--- config.mk ---
export PLATFORM = sky130hd
export DESIGN_NAME = cdi_slave_bus_ctrl_flat
export DESIGN_NICKNAME = d
export VERILOG_FILES = /design/src/rtl/cdi_slave_bus_ctrl_pkg.sv /design/src/rtl/cdi_slave_bus_ctrl_if.sv /design/src/rtl/cdi_slave_bus_ctrl.sv /design/src/flat_wrapper.sv
export SDC_FILE = /design/constraint.sdc
export NUM_CORES = 1
export LEC_CHECK = 0
export BUFFER_PORTS_ARGS = -buffer_cell sky130_fd_sc_hd__buf_4
export CORE_UTILIZATION = 26
export CTS_CLUSTER_DIAMETER = 60
export DETAILED_ROUTE_END_ITERATION = 16
export PLACE_DENSITY = 0.46
export SETUP_SLACK_MARGIN = 0.2
export SYNTH_ARGS = -nofsm -noshare
export SYNTH_HDL_FRONTEND = slang
export SYNTH_SLANG_ARGS = --single-unit
export TNS_END_PERCENT = 30
--- constraint.sdc ---
create_clock -name clk -period 3.85 [get_ports clk]
set_input_delay 0.1925 -clock clk [delete_from_list [all_inputs] [get_ports clk]]
set_output_delay 0.1925 -clock clk [all_outputs]
set_load 0.05 [all_outputs]
--- src/rtl/cdi_slave_bus_ctrl_pkg.sv ---
// cdi_slave_bus_ctrl_pkg: state encoding and default timing for the 68HC05 slave window sequencer.
package cdi_slave_pkg;
  typedef enum logic [2:0] {IDLE, DELAY, IRQ, WAIT_ACK, ACK, ERR, HOLD} slave_state_e;
  localparam int SLAVE_IRQ_DELAY = 20;
  localparam int SLAVE_IRQ_WIDTH = 1;
  localparam int SLAVE_TIMEOUT   = 4096;
endpackage

--- src/rtl/cdi_slave_bus_ctrl_if.sv ---
// cdi_slave_bus_ctrl_if: CPU-side bus and 68HC05 port pins seen by the slave window sequencer.
interface cdi_slave_bus_ctrl_if;
  logic        cs;
  logic        as;
  logic        uds;
  logic        lds;
  logic        write_strobe;
  logic [6:0]  addr;
  logic [15:0] cpu_din;
  logic [15:0] cpu_dout;
  logic        bus_ack;
  logic        bus_err;
  logic        slave_irq;
  logic [1:0]  slave_addr;
  logic [7:0]  slave_wdata;
  logic        slave_rwn;
  logic [7:0]  slave_rdata;
  logic        slave_dtackn;
  logic        busy;
  modport master (
    output cs, as, uds, lds, write_strobe, addr, cpu_din, slave_rdata, slave_dtackn,
    input  cpu_dout, bus_ack, bus_err, slave_irq, slave_addr, slave_wdata, slave_rwn, busy
  );
  modport slave (
    input  cs, as, uds, lds, write_strobe, addr, cpu_din, slave_rdata, slave_dtackn,
    output cpu_dout, bus_ack, bus_err, slave_irq, slave_addr, slave_wdata, slave_rwn, busy
  );
endinterface

--- src/rtl/cdi_slave_bus_ctrl.sv ---
// cdi_slave_bus_ctrl: sequences CPU accesses to the 68HC05 window (latch, delayed IRQ, DTACK wait, ack/err).
module cdi_slave_bus_ctrl
  import cdi_slave_pkg::*;
#(
  parameter int IRQ_DELAY = SLAVE_IRQ_DELAY,
  parameter int IRQ_WIDTH = SLAVE_IRQ_WIDTH,
  parameter int TIMEOUT   = SLAVE_TIMEOUT
) (
  input logic clk,
  input logic resetn,
  cdi_slave_bus_ctrl_if.slave bus
);
  slave_state_e state_q, state_d;
  logic [7:0]  cnt_q, cnt_d;
  logic [15:0] tcnt_q, tcnt_d;
  logic [15:0] dout_q, dout_d;
  logic [1:0]  addr_q, addr_d;
  logic [7:0]  wdata_q, wdata_d;
  logic        rwn_q, rwn_d;
  logic        dtack_q;
  logic        start, abort, dtack_rise;
  assign start      = bus.cs && bus.as && (bus.uds || bus.lds);
  assign abort      = !bus.cs || !bus.as;
  assign dtack_rise = bus.slave_dtackn && !dtack_q;
  always_ff @(posedge clk or negedge resetn) begin
    if (!resetn) begin
      state_q <= IDLE;
      cnt_q   <= '0;
      tcnt_q  <= '0;
      dout_q  <= '0;
      addr_q  <= '0;
      wdata_q <= 8'hFF;
      rwn_q   <= 1'b1;
      dtack_q <= 1'b1;
    end else begin
      state_q <= state_d;
      cnt_q   <= cnt_d;
      tcnt_q  <= tcnt_d;
      dout_q  <= dout_d;
      addr_q  <= addr_d;
      wdata_q <= wdata_d;
      rwn_q   <= rwn_d;
      dtack_q <= bus.slave_dtackn;
    end
  end
  always_comb begin
    state_d = state_q;
    cnt_d   = cnt_q;
    tcnt_d  = tcnt_q;
    dout_d  = dout_q;
    addr_d  = addr_q;
    wdata_d = wdata_q;
    rwn_d   = rwn_q;
    unique case (state_q)
      IDLE: if (start) begin
        state_d = DELAY;
        cnt_d   = 8'(IRQ_DELAY - 1);
        addr_d  = bus.addr[1:0];
        rwn_d   = !bus.write_strobe;
        wdata_d = bus.lds ? bus.cpu_din[7:0] : bus.cpu_din[15:8];
      end
      DELAY: if (abort) state_d = IDLE;
        else if (cnt_q == 8'd0) begin
          state_d = IRQ;
          cnt_d   = 8'(IRQ_WIDTH - 1);
        end else cnt_d = cnt_q - 8'd1;
      IRQ: if (abort) state_d = IDLE;
        else if (cnt_q == 8'd0) begin
          state_d = WAIT_ACK;
          tcnt_d  = '0;
        end else cnt_d = cnt_q - 8'd1;
      // A DTACK edge wins over a timeout landing in the same cycle.
      WAIT_ACK: if (abort) state_d = IDLE;
        else if (dtack_rise) begin
          state_d = ACK;
          dout_d  = {bus.slave_rdata, bus.slave_rdata};
        end else if (tcnt_q == 16'(TIMEOUT - 1)) state_d = ERR;
        else tcnt_d = tcnt_q + 16'd1;
      ACK, ERR: state_d = HOLD;
      HOLD: if (abort) state_d = IDLE;
      default: state_d = IDLE;
    endcase
  end
  always_comb begin
    bus.slave_irq   = state_q == IRQ;
    bus.bus_ack     = state_q == ACK && bus.cs;
    bus.bus_err     = state_q == ERR && bus.cs;
    bus.busy        = state_q != IDLE;
    bus.cpu_dout    = dout_q;
    bus.slave_addr  = addr_q;
    bus.slave_wdata = wdata_q;
    bus.slave_rwn   = rwn_q;
  end
endmodule

--- src/flat_wrapper.sv ---
// flat-port wrapper written by rule: the top's interface ports become plain ports
module cdi_slave_bus_ctrl_flat import cdi_slave_pkg::*;
#(
  parameter int IRQ_DELAY = SLAVE_IRQ_DELAY,
  parameter int IRQ_WIDTH = SLAVE_IRQ_WIDTH,
  parameter int TIMEOUT   = SLAVE_TIMEOUT
)
  (clk, resetn, bus_cs, bus_as, bus_uds, bus_lds, bus_write_strobe, bus_addr, bus_cpu_din, bus_slave_rdata, bus_slave_dtackn, bus_cpu_dout, bus_bus_ack, bus_bus_err, bus_slave_irq, bus_slave_addr, bus_slave_wdata, bus_slave_rwn, bus_busy);
  cdi_slave_bus_ctrl_if bus_i ();
  input logic clk;
  input logic resetn;
  input wire logic [$bits(bus_i.cs)-1:0] bus_cs;
  input wire logic [$bits(bus_i.as)-1:0] bus_as;
  input wire logic [$bits(bus_i.uds)-1:0] bus_uds;
  input wire logic [$bits(bus_i.lds)-1:0] bus_lds;
  input wire logic [$bits(bus_i.write_strobe)-1:0] bus_write_strobe;
  input wire logic [$bits(bus_i.addr)-1:0] bus_addr;
  input wire logic [$bits(bus_i.cpu_din)-1:0] bus_cpu_din;
  input wire logic [$bits(bus_i.slave_rdata)-1:0] bus_slave_rdata;
  input wire logic [$bits(bus_i.slave_dtackn)-1:0] bus_slave_dtackn;
  output wire logic [$bits(bus_i.cpu_dout)-1:0] bus_cpu_dout;
  output wire logic [$bits(bus_i.bus_ack)-1:0] bus_bus_ack;
  output wire logic [$bits(bus_i.bus_err)-1:0] bus_bus_err;
  output wire logic [$bits(bus_i.slave_irq)-1:0] bus_slave_irq;
  output wire logic [$bits(bus_i.slave_addr)-1:0] bus_slave_addr;
  output wire logic [$bits(bus_i.slave_wdata)-1:0] bus_slave_wdata;
  output wire logic [$bits(bus_i.slave_rwn)-1:0] bus_slave_rwn;
  output wire logic [$bits(bus_i.busy)-1:0] bus_busy;
  assign bus_i.cs = bus_cs;
  assign bus_i.as = bus_as;
  assign bus_i.uds = bus_uds;
  assign bus_i.lds = bus_lds;
  assign bus_i.write_strobe = bus_write_strobe;
  assign bus_i.addr = bus_addr;
  assign bus_i.cpu_din = bus_cpu_din;
  assign bus_i.slave_rdata = bus_slave_rdata;
  assign bus_i.slave_dtackn = bus_slave_dtackn;
  assign bus_cpu_dout = bus_i.cpu_dout;
  assign bus_bus_ack = bus_i.bus_ack;
  assign bus_bus_err = bus_i.bus_err;
  assign bus_slave_irq = bus_i.slave_irq;
  assign bus_slave_addr = bus_i.slave_addr;
  assign bus_slave_wdata = bus_i.slave_wdata;
  assign bus_slave_rwn = bus_i.slave_rwn;
  assign bus_busy = bus_i.busy;
  cdi_slave_bus_ctrl #(.IRQ_DELAY(IRQ_DELAY), .IRQ_WIDTH(IRQ_WIDTH), .TIMEOUT(TIMEOUT)) u_core (.clk(clk), .resetn(resetn), .bus(bus_i));
endmodule
Word-level counts from Yosys, hierarchy flattened
Index checks and enable logic that the tools add are counted.
Widths: inputs -> output; s select.
{ "word_totals": {"input_bits": 39, "regBits": 55, "wordCells": 75, "output_inout_bits": 31} }
{ "classes": {"n_eq_ne": 19, "n_mux": 23, "reduce_logical": 22, "n_bitwise": 1, "add_sub_neg": 2} }
{ "ops": {"columns": ["op", "count"], "rows": [
  ["$mux 16", 5],
  ["$mux 8", 6],
  ["$pmux 16 s2", 1],
  ["$mux 3", 9],
  ["$pmux 8 s3", 1],
  ["$pmux 3 s6", 1],
  ["$add 16x1->16 const B", 1],
  ["$eq 16x12->1 const B", 1],
  ["$ne 2x2->1 const B", 6],
  ["$reduce_and 5->1", 2],
  ["$eq 3x3->1 const B", 3],
  ["$logic_not 8->1", 1],
  ["$sub 8x1->8 const B", 1],
  ["$eq 3x2->1 const B", 2],
  ["$ne 2x1->1 const B", 3],
  ["$ne 3x1->1 const B", 2],
  ["$reduce_and 6->1", 1],
  ["$reduce_bool 3->1", 2],
  ["$logic_and 1x1->1", 5],
  ["$logic_not 1->1", 4],
  ["$ne 4x1->1 const B", 1],
  ["$eq 3x1->1 const B", 1],
  ["$logic_not 3->1", 1],
  ["$reduce_and 3->1", 1],
  ["other kinds (5)", 6]
]} }

Depth between registers and ports, before layout
{ "logic_depth": {"word_depth": 5, "ltp_mapped": 7, "mapped_depth_nobuf": 7} }

Least setup slack after synthesis
No wires, ideal clock.
{ "synth_path": {"path_kind": "register to register", "startpoint": "register u_core.cnt_q[0]", "endpoint": "register u_core.tcnt_q[14]", "path_stages_with_launch": 8, "path_buffers": 0, "setup_time_ns": 0.130, "synth_period_minus_slack_ns": 2.000, "arrival_ns": 1.871, "required_time_ns": 3.720, "slack_ns": 1.850, "path_cell_list": "dfrtp_1 -> inv_1 -> ha_1 -> or4b_4 -> nor4_4 -> o21ba_4 -> o21ai_1 -> o41ai_1"} }
{ "synth_via": {"elab_chain_cells": 3} }
{ "synth_lines": {"columns": ["element", "line_no", "text"], "rows": [
  ["from (decl)", "cdi_slave_bus_ctrl.sv:14", "logic [7:0] cnt_q, cnt_d;"],
  ["from (signal assigned)", "cdi_slave_bus_ctrl.sv:37", "cnt_q <= cnt_d;"],
  ["$logic_not 8->1", "cdi_slave_bus_ctrl.sv:68", "else if (cnt_q == 8'd0) begin"],
  ["$ne 2x1->1 (no source line)", null, null],
  ["$reduce_and 6->1 (no source line)", null, null],
  ["to (signal assigned)", "cdi_slave_bus_ctrl.sv:38", "tcnt_q <= tcnt_d;"],
  ["to (decl)", "cdi_slave_bus_ctrl.sv:15", "logic [15:0] tcnt_q, tcnt_d;"]
]} }
Every way passes these cells.
A chain may end at the register's enable or synchronous reset.

Worst setup path after layout
{ "layout_path": {"startpoint": "register u_core.state_q[1]", "endpoint": "register u_core.tcnt_q[14]"} }
{ "layout_via": {"elab_chain_cells": 3, "word_cells_on_any_way": 10, "classes_between": "eq/ne: 7; mux: 1; reduce/logical: 2"} }
{ "layout_lines": {"columns": ["element", "line_no", "text"], "rows": [
  ["from (decl)", "cdi_slave_bus_ctrl.sv:13", "slave_state_e state_q, state_d;"],
  ["from (signal assigned)", "cdi_slave_bus_ctrl.sv:36", "state_q <= state_d;"],
  ["$eq 3x2->1", "cdi_slave_bus_ctrl.sv:54", "unique case (state_q)"],
  ["$ne 2x2->1 (no source line), or another cell as far along", null, null],
  ["$reduce_and 6->1 (no source line)", null, null]
]} }
Several ways; a longest one is shown, not always the timed one.

==> metrics.md <==
| Metric | Value |
|---|---|
| Outcome | finished, final reports clean |
| Min Tclk post-route | 2400 ps |
| Cells after Synth | 266 |
| Period Utilization, post-route | 62.4% |
| Slew headroom | 50.1% |
| Overall Power | 1.18 mW |
| Via count | 2199 |
| Clock sinks | 47 |
| Top cells by area, synth | dfrtp_1 (35%), dfstp_2 (10%), nor2_1 (5.2%) |
| TritonCTS buffer count | 5 |
| Fin Setup TNS | 0 ps |
| Layout Skew | 4.37 ps |
| Fin area | 0.00329 sq mm |
| Die area | 0.0104 sq mm |
| RSZ-0062 raised after global routing | no |
| Vias per cell | 4.81 |
| Worst Path Max Fanout | 14 |
| Synth-to-Final Area Change | 26.3% |
| Vias in the first global route | 1970 |
| Antenna diode count | 0 |
| Height of the die | 102 um |
| Port Buffer Count | 64 |
| Post-CTS setup buffer count | 0 |
| Pwr dens | 359 mW/mm^2 |
| Layout cell share with drive strength beyond 1 | 29.0% |
| Leak | 1.48 nW |
| Gate power share | 21.5% |
| Post-synth EDFFs | 0 |
| Footprint of the multi-input gates | 0.00130 sq mm |
| Seq cells post-synth | 47 |
| Internal power | 0.820 mW |
| Fillers | 1021 |
| Largest stage delay on the critical path | 680 ps |
| Max-cap violation count | 0 |
| Maximum clock rate | 416 MHz |
| Arrival time at the worst endpoint | 2580 ps |
| Fin. Hold Viols | 0 |
| Starting density of the core | 26.8% |
| Psw | 0.364 mW |
| Finish-stage setup viols | 0 |
| Clk root buf | clkbuf_8 |
| Synthesized area per cell | 9.81 sq um |
| RD Place Congestion | 0.761 |
| Grt ovf | 0 |
| Die width | 102 um |
| Detail Route Antenna Nets | 0 |
| Final Non-Filler Cells | 457 |
| Num rows | 36 |
| Area leader, netlist | dfrtp_1 |
| Core Area | 0.00973 sq mm |
| Largest net degree at the start of global routing | 48 |
| Crit-path slowest cell | nor4_4 |
| Iter 0 DRT Violations | 90 |
| Critical Path Sink Type | register |
| Hold Crit Class | in2reg |
| DP Area | 0.00316 sq mm |
| Final Net Count | 365 |
| Routed WL per cell | 13.4 um |
| Top cell type's share of synthesized area | 35.5% |
| Post-detail-place hpwl | 4.33 mm |
| Antenna violations before repair | 0 |
| Top FF cell, synth | dfrtp_1 |
| Most frequent cells after synthesis | dfrtp_1 (37), nor2_1 (36), nand2_1 (20) |
| Mapped Area | 0.00261 sq mm |
| FF+latch area | 0.00119 sq mm |
| WL met2 | 2.74 mm |
| Clk_lat worst skew | 300 ps |
| WP buf/inv | 0 |
| Ys async rst share | 100% |
| Top Family by Delay on Critical Path | simple AND/OR/NAND/NOR gates |
| Req. time, crit path | 4030 ps |
| Sw Share | 30.7% |
| Worst slew pin tran | 747 ps |
| Synth warnings | 0 |
| DRC | 0 |
| Placed cells | 447 |
| Clk pwr share | 31.5% |
| Post-Syn Nets | 308 |
| Total Wirelength | 6.12 mm |
| Startpoint types | register |
| CTS tree | built |
| Clock buffer depth | 2 |
| Register area share after synthesis | 45.6% |
| Gr usage total | 12.0% |
| Highest metal used | met4 |
| Routed wl met3 | 343 um |
| First-pass GRT wire length | 9.69 mm |
| First drt pass iteration count | 4 |
| Max-slew violations | 0 |
| Clk slew on worst S/H paths | 90 ps |
| I/O pins | 70 |
| Worst vdd ir | 0.000145 V |
| Met1 wire length | 2.97 mm |
| WS Path Type | reg2reg |
| Count leader, synth | dfrtp_1 |
| CP cell instances | or3b_1, nor4_4, o21ba_4, o21ai_1, o41ai_1 |
| H-tree depth | 2 |
| Sequential Power Share | 47.0% |
| Netlist cell types | 55 |
==> layout by cell type, fill, tap and decap left out, types with 3 or more instances in the layout <==
cell / count
o21ai_1: 13
nand2_1: 20
clkbuf_8: 5
nand4_1: 6
mux2i_1: 9
nor4_1: 8
nor2_1: 36
a21oi_1: 13
mux2_1: 8
inv_1: 6
nand3_1: 7
o32a_1: 3
xnor2_1: 8
buf_4: 65
dfstp_2: 10
o41ai_1: 3
ha_1: 3
o31ai_1: 4
nor3_1: 6
dfrtp_1: 37
o21ai_0: 3
and2_1: 4
==> registers in the layout, summed over array words and instances, names as in the netlist <==
register / flops
u_core.tcnt_q: 16
u_core.bus.slave_addr: 2
u_core.dtack_q: 1
u_core.bus.slave_rwn: 1
u_core.bus.slave_wdata: 8
u_core.bus.cpu_dout: 8
u_core.state_q: 3
u_core.cnt_q: 8
==> worst paths after layout <==
kind | startpoint | end | slack [ps] | depth (start not counted)
worst max-delay path | u_core.state_q[1] | u_core.tcnt_q[14] | 1450 | 5
worst min-delay path | bus_write_strobe | u_core.bus.slave_rwn | 20 | 2
worst max register to register | u_core.state_q[1] | u_core.tcnt_q[14] | 1450 | 5
worst min register to register | u_core.bus.slave_rwn | u_core.bus.slave_rwn | 500 | 2
max in group asynchronous | resetn | u_core.bus.slave_addr[0] | 2990 | 2
min in group asynchronous | resetn | u_core.tcnt_q[11] | 450 | 2
==> power groups by stage <==
stage               clock network, mW  logic (mW)  registers, mW
floorplan                           0      0.0760          0.653
global placement                    0       0.254          0.565
detailed placement                  0       0.255          0.566
CTS                             0.390       0.257          0.556
global route                    0.413       0.276          0.561
finish                          0.373       0.255          0.556
==> cells by family (layout without fill, tap and decap cells) <==
logic type | after synthesis | after routing | share of synthesized area, %
and+or+nand+nor | 108 | 108 | 22.3
AOI/OAI and AO/OA | 57 | 57 | 15.2
DFF | 47 | 47 | 45.6
buffers and inverters | 23 | 81 | 4.75
muxes | 19 | 19 | 7.77
xor gates and xnor gates | 9 | 9 | 3.02
adders and majority gates | 3 | 3 | 1.44
==> per-layer routing <==
metal  GRT usage (%)  vias up
li1                -     1076
met1            16.0     1054
met2            19.5       65
met3            2.46        4
met4            3.96        0
met5               0        -
==> final cells by class <==
type	count	area share (%)
multi-input cells	196	39.3
flip-flops and latches	47	36.1
repair buffers	67	15.4
well taps	133	5.05
clock buffers	5	2.09
clock inverters	3	1.33
inverters	6	0.684
==> per-stage QoR <==
stage	hold slack, ps	utilization, %	worst slack (ps)
after detailed placement	261	32.5	1430
after CTS	6.34	33.8	1400
after floorplan	-103	-	1850
after global routing	22.4	33.9	1290
final	22.9	33.9	1450
after global placement	265	32.5	1430
==> timing repair <==
action / CTS / global route
gates resized for setup: 0 / 0
endpoints found under the hold margin: 37 / 1
hold buffers: 1 / 1
setup endpoints to repair: 0 / 0
(Power assumes the default switching activity.)
